$ cat src/rtl/mul_sequencer.sv
// Multi-cycle shift-add multiplier for the R-type MUL op, beside the execute-stage ALU.
// Retires one multiplier bit per cycle and returns the low XLEN bits of the product.
module mul_sequencer #(
  parameter int          XLEN     = 32,
  parameter logic [3:0]  MUL_CODE = 4'b0110
) (
  input  logic            clk,
  input  logic            rst_n,
  input  logic            req_valid,
  output logic            req_ready,
  input  logic [3:0]      alu_control,
  input  logic [XLEN-1:0] op_a,
  input  logic [XLEN-1:0] op_b,
  input  logic [4:0]      rd_in,
  input  logic            flush,
  output logic            resp_valid,
  input  logic            resp_ready,
  output logic [XLEN-1:0] result,
  output logic [4:0]      rd_out,
  output logic            regwrite,
  output logic            stall_o
);

  localparam int CW = $clog2(XLEN);

  typedef enum logic [1:0] {
    IDLE = 2'd0,
    BUSY = 2'd1,
    DONE = 2'd2
  } state_t;

  state_t            state_reg, state_next;
  logic [XLEN-1:0]   acc_reg;
  logic [XLEN-1:0]   mcand_reg;
  logic [XLEN-1:0]   mplier_reg;
  logic [CW-1:0]     count_reg;
  logic [4:0]        rd_reg;
  logic              accept;

  assign accept = (state_reg == IDLE) && req_valid && (alu_control == MUL_CODE) && !flush;

  always_ff @(posedge clk or negedge rst_n) begin
    if (!rst_n) begin
      state_reg <= IDLE;
    end else begin
      state_reg <= state_next;
    end
  end

  // Flush outranks both the response handshake and the busy-count expiry.
  always_comb begin
    state_next = state_reg;
    case (state_reg)
      IDLE: if (accept) state_next = BUSY;
      BUSY: begin
        if (flush)                 state_next = IDLE;
        else if (count_reg == '0)  state_next = DONE;
      end
      DONE: begin
        if (flush || resp_ready)   state_next = IDLE;
      end
      default: state_next = IDLE;
    endcase
  end

  always_ff @(posedge clk or negedge rst_n) begin
    if (!rst_n) begin
      acc_reg    <= '0;
      mcand_reg  <= '0;
      mplier_reg <= '0;
      count_reg  <= '0;
      rd_reg     <= '0;
    end else if (accept) begin
      acc_reg    <= '0;
      mcand_reg  <= op_a;
      mplier_reg <= op_b;
      count_reg  <= CW'(XLEN - 1);
      rd_reg     <= rd_in;
    end else if (state_reg == BUSY && !flush) begin
      if (mplier_reg[0]) acc_reg <= acc_reg + mcand_reg;
      mcand_reg  <= mcand_reg << 1;
      mplier_reg <= mplier_reg >> 1;
      count_reg  <= count_reg - 1'b1;
    end
  end

  // Handshake and stall outputs depend on registered state only, never on inputs.
  assign req_ready  = (state_reg == IDLE);
  assign stall_o    = (state_reg != IDLE);
  assign resp_valid = (state_reg == DONE);
  assign regwrite   = (state_reg == DONE) && (rd_reg != 5'd0);
  assign result     = acc_reg;
  assign rd_out     = rd_reg;

endmodule

$ cat config.mk
export PLATFORM = sky130hd
export DESIGN_NAME = mul_sequencer
export DESIGN_NICKNAME = d
export VERILOG_FILES = /design/src/rtl/mul_sequencer.sv
export SDC_FILE = /design/constraint.sdc
export NUM_CORES = 1
export LEC_CHECK = 0
export CORE_AREA = 2 2 116 118
export DETAILED_ROUTE_END_ITERATION = 10
export DIE_AREA = 0 0 118 120
export DONT_BUFFER_PORTS = 1
export MAX_ROUTING_LAYER = met4
export RECOVER_POWER = 100
export SLEW_MARGIN = 20
export SYNTH_ARGS = -nofsm -noshare
export SYNTH_HDL_FRONTEND = slang
export SYNTH_SLANG_ARGS = --single-unit
$ cat constraint.sdc
create_clock -name clk -period 3.5 [get_ports clk]
set_input_delay 0.7 -clock clk [delete_from_list [all_inputs] [get_ports clk]]
set_output_delay 0.7 -clock clk [all_outputs]
set_load 0.01 [all_outputs]
### After elaboration in Yosys (flattened, before gate mapping)

Index checks and enable logic that the tools add are counted.

| word-level totals | value |
|---|---|
| input bits | 78 |
| output and inout bits | 41 |
| flip-flop bits (word level) | 108 |
| word-level logic and storage cells | 43 |

| operators by class | value |
|---|---|
| mux-type cells | 14 |
| $add $sub $neg | 2 |
| reduce and logical (&&, ||, !) cells | 15 |
| equal/unequal tests | 6 |

Operators with widths:

| operator | number |
|---|---|
| 32-bit 2-to-1 mux | 7 |
| 32-bit adder | 1 |
| 5-bit 2-to-1 mux | 2 |
| 2-bit 2-to-1 mux | 4 |
| 2-bit case mux with 3 select lines | 1 |
| 2-bit nonzero test | 3 |
| 1-bit logical AND | 5 |
| 5-bit zero test | 1 |
| 5-bit nonzero test | 1 |
| 5-bit by 1-bit subtractor with 5-bit output, second input constant | 1 |
| 4-bit by 3-bit equality test with 1-bit output, second input constant | 1 |
| 2-bit by 1-bit inequality test with 1-bit output, second input constant | 2 |
| 3-bit inequality test, second input constant | 1 |
| 3-bit AND reduction | 1 |
| 2-bit by 1-bit equality test with 1-bit output, second input constant | 1 |
| 2-bit equality test, second input constant | 1 |
| 2-bit zero test | 1 |
| 2-bit AND reduction | 1 |
| 1-bit zero test | 1 |
| 1-bit logical OR | 1 |

### Longest topological paths before layout

| depth | value |
|---|---|
| depth after elaboration | 6 |
| gate-level depth with buffers | 10 |
| gate-level depth less buffers | 10 |

### Worst setup path after synthesis

OpenSTA, ideal clock, no wires.

| timing path | value |
|---|---|
| path type | register to register |
| start point | register acc_reg[0], in the netlist result[0] |
| end point | register acc_reg[30], in the netlist result[30] |
| cell stages (with the launch flop) | 11 |
| setup slack | 880 ps |
| period minus slack after synthesis | 2,620 ps |
| library setup time | 122 ps |
| buffers on the path | 0 |
| required time | 3,378 ps |
| arrival | 2,499 ps |
| path through | dfrtp_1 ha_1 fa_1 a211oi_1 o21bai_1 o211a_1 o21bai_1 a211oi_2 o21ai_0 mux2i_1 nand2_1 |

| between the ends | value |
|---|---|
| longest elaborated chain between the ends | 4 |

RTL lines:

| item | RTL line | text |
|---|---|---|
| start: declaration | 33 | `logic [XLEN-1:0] acc_reg;` |
| start signal: assignment | 80 | `if (mplier_reg[0]) acc_reg <= acc_reg + mcand_reg;` |
| 32-bit adder | 80 |  |
| 32-bit 2-to-1 mux | 80 |  |
| 32-bit 2-to-1 mux | 79 | `end else if (state_reg == BUSY && !flush) begin` |
| 32-bit 2-to-1 mux | 73 | `end else if (accept) begin` |

Every way passes these cells. The select of a mux whose other input is x is not followed.
A chain may end at the register's enable or synchronous reset.

### Worst setup path in the final report

| timing path | value |
|---|---|
| start point | register acc_reg[0], in the netlist result[0] |
| end point | register acc_reg[26], in the netlist result[26] |

The elaborated chain is that of the path after synthesis.

==> flow_summary.json <==
{
  "grt_max_degree": 109,
  "io_buffers": 0,
  "postPlaceCellArea_sq_um": 6410,
  "fin_crit_sh": 0.872,
  "drc": 0,
  "first_iter_violations": 298,
  "first_pass_iters": 5,
  "p_sw_frac": 0.322,
  "p_int_mw": 2.35,
  "pin_count": 119,
  "skew_ps": 5.84,
  "cts.repair.resized": 0,
  "synth_edf_count": 0,
  "violations": "max-capacitance violations",
  "startpoint_type": "register",
  "fin_cells": 880,
  "syn_to_final_growth_pct": 5.38,
  "path_max_fanout": 5,
  "cts_made_buffers": 9,
  "pwr-share-clk": 0.269,
  "maxSlewHeadroom": 0.00361,
  "synth.distinct_cells": 71,
  "cts_tree": "yes",
  "placement_rows": 42,
  "setup_viol": 0,
  "place.gp.congestion": 0.890,
  "die_area_sq_um": 14200,
  "clock_sinks": 108,
  "synth_ff_type": "dfrtp_1",
  "ys_async_sr_fraction": 1.00,
  "hpwl_microns": 10700,
  "pwr-share-comb": 0.216,
  "pre_cts_slack_ps": 482,
  "reg2reg_from": "result[0]",
  "coreArea_sq_um": 13000,
  "yosys_register_bits": 108,
  "grt_pass1_wl_microns": 25700,
  "power_switching_mw": 1.11,
  "fillCellCount": 1248,
  "layout.nets": 813,
  "routed_via_density": 5.82,
  "antenna_found_initial": 0,
  "outcome": "complete, but fails checks",
  "diodes": 0,
  "dp.cells": 866,
  "die_y_microns": 120,
  "critPathRequiredTime_ps": 3740,
  "crit_path_end_kind": "register",
  "fmax_mhz": 328,
  "syn_nets": 829,
  "finalCriticalPeriod_ps": 3050,
  "die_w_microns": 118,
  "clockRootBuffer": "clkbuf_16",
  "insertion_delay_ps": 350,
  "ant_nets": 0,
  "layout-drive-gt1-share": 0.0511,
  "r2r_cells": 10,
  "p_total_mw": 3.46,
  "totalWireLength_microns": 15400,
  "seq_power_share": 0.515,
  "clk_path_buf_depth": 2,
  "ys.warnings.count": 0,
  "syn-cell-area_sq_um": 6280,
  "vias": 5118,
  "p_leak_nw": 3.26,
  "path_clk_slew_ps": 70,
  "hold_viol_final": 0,
  "final_common_cell": "nand2_1",
  "routedWlPerCell_microns": 17.5,
  "fin_setup_tns_ps": 0,
  "ys_seq_area_frac": 0.430,
  "start_util": 0.484,
  "grt_usage": 0.233,
  "worstSetupPathType": "reg -> reg",
  "cts_hold_buf": 0,
  "netlist_instances": 717,
  "grt_overflow": 0,
  "htreeDepth": 3,
  "cp-startpoint": "result[0]",
  "final_area_sq_um": 6620,
  "setup_ws_ps": 447,
  "cap_viol_max_count": 1,
  "grt_pass1_vias": 5103,
  "peakVddDrop_mv": 0.289,
  "postCtsSetupRepairBufs": 0,
  "worst_pin_slew_ps": 1490,
  "syn_area_per_cell_sq_um": 8.76,
  "powerDensity_nw_per_um2": 523,
  "layout_common_cells": "nand2_1, dfrtp_1, nor2_1, o21ai_0, a31oi_1",
  "cp_data_arrival_time_ps": 3300,
  "hold_path_class": "in -> async",
  "slew_viol_final": 0,
  "rsz0062_at_grt": "no"
}
==> power groups by stage <==
stage | Clock, mW | Sequential (mW) | Combinational, mW
final | 0.932 | 1.79 | 0.747
after global routing | 1.01 | 1.83 | 0.854
after CTS | 0.961 | 1.79 | 0.750
after detailed placement | 0 | 1.80 | 0.749
after global placement | 0 | 1.79 | 0.719
after floorplan | 0 | 1.73 | 0.656
==> cell type report <==
type | count | area [sq um] | share of cell area
Clock buffer | 10 | 229 | 0.0346
Clock inverter | 4 | 28.8 | 0.00435
Inverter | 10 | 37.5 | 0.00567
Multi-Input combinational cell | 561 | 3340 | 0.505
Sequential cell | 108 | 2700 | 0.408
Tap cell | 176 | 220 | 0.0333
Timing Repair Buffer | 11 | 62.6 | 0.00945
==> cell families after synthesis <==
family	share of synthesized area
multiplexers	0.00637
adder cells (fa/ha/maj)	0.0689
AO/OA/AOI/OAI	0.215
flip-flops	0.430
AND/OR/NAND/NOR	0.206
XOR/XNOR	0.0376
buffers and inverters	0.0360
==> per-stage QoR <==
stage | hold slack, ps | util
2_1_floorplan | 404 | -
3_3_place_gp | 408 | 0.494
3_5_place_dp | 409 | 0.494
4_1_cts | 25.7 | 0.514
5_1_grt | 22.7 | 0.510
6_report | 41.2 | 0.510
==> worst max-delay path, stage by stage (launching register included) <==
cell and delay [ps]:
dfrtp_1 430, ha_1 260, fa_1 450, a211oi_1 320, o21bai_1 160, o211a_1 250, o21bai_1 280, a211oi_1 230
o211ai_1 270, mux2i_1 210, nand2_1 70
==> final timing paths <==
path | end | slack, ps
worst max-delay path | result[26] | 450
worst min-delay path | result[3] | 40
worst max register to register | result[26] | 450
worst min register to register | mplier_reg[0] | 490
max in group asynchronous | mcand_reg[1] | 3240
min in group clk | rd_out[3] | 450
==> layer usage <==
layer  GRT usage  wire, microns  share of wire  vias up
met5           -              0              0        -
met4      0.0926            300          0.019        0
met3      0.0494            934          0.061       21
met2       0.369           7270           0.47      125
met1       0.295           6880           0.45     2467
li1            -              -              -     2505
==> Yosys cell counts, types with 7 or more instances <==
library cell / count / area share
inv_1: 10 / 0.0060
nand2_1: 189 / 0.11
xor2_1: 14 / 0.020
dfrtp_1: 108 / 0.43
xnor2_1: 13 / 0.018
a22oi_1: 31 / 0.037
ha_1: 33 / 0.066
a21o_1: 15 / 0.018
nor3b_1: 7 / 0.0084
o21ai_0: 36 / 0.029
a31oi_1: 36 / 0.036
clkbuf_1: 25 / 0.015
a21oi_1: 31 / 0.025
nand3_1: 8 / 0.0064
nor2_1: 49 / 0.029
o21ai_1: 9 / 0.0072
Power figures use the tool's default switching activity.
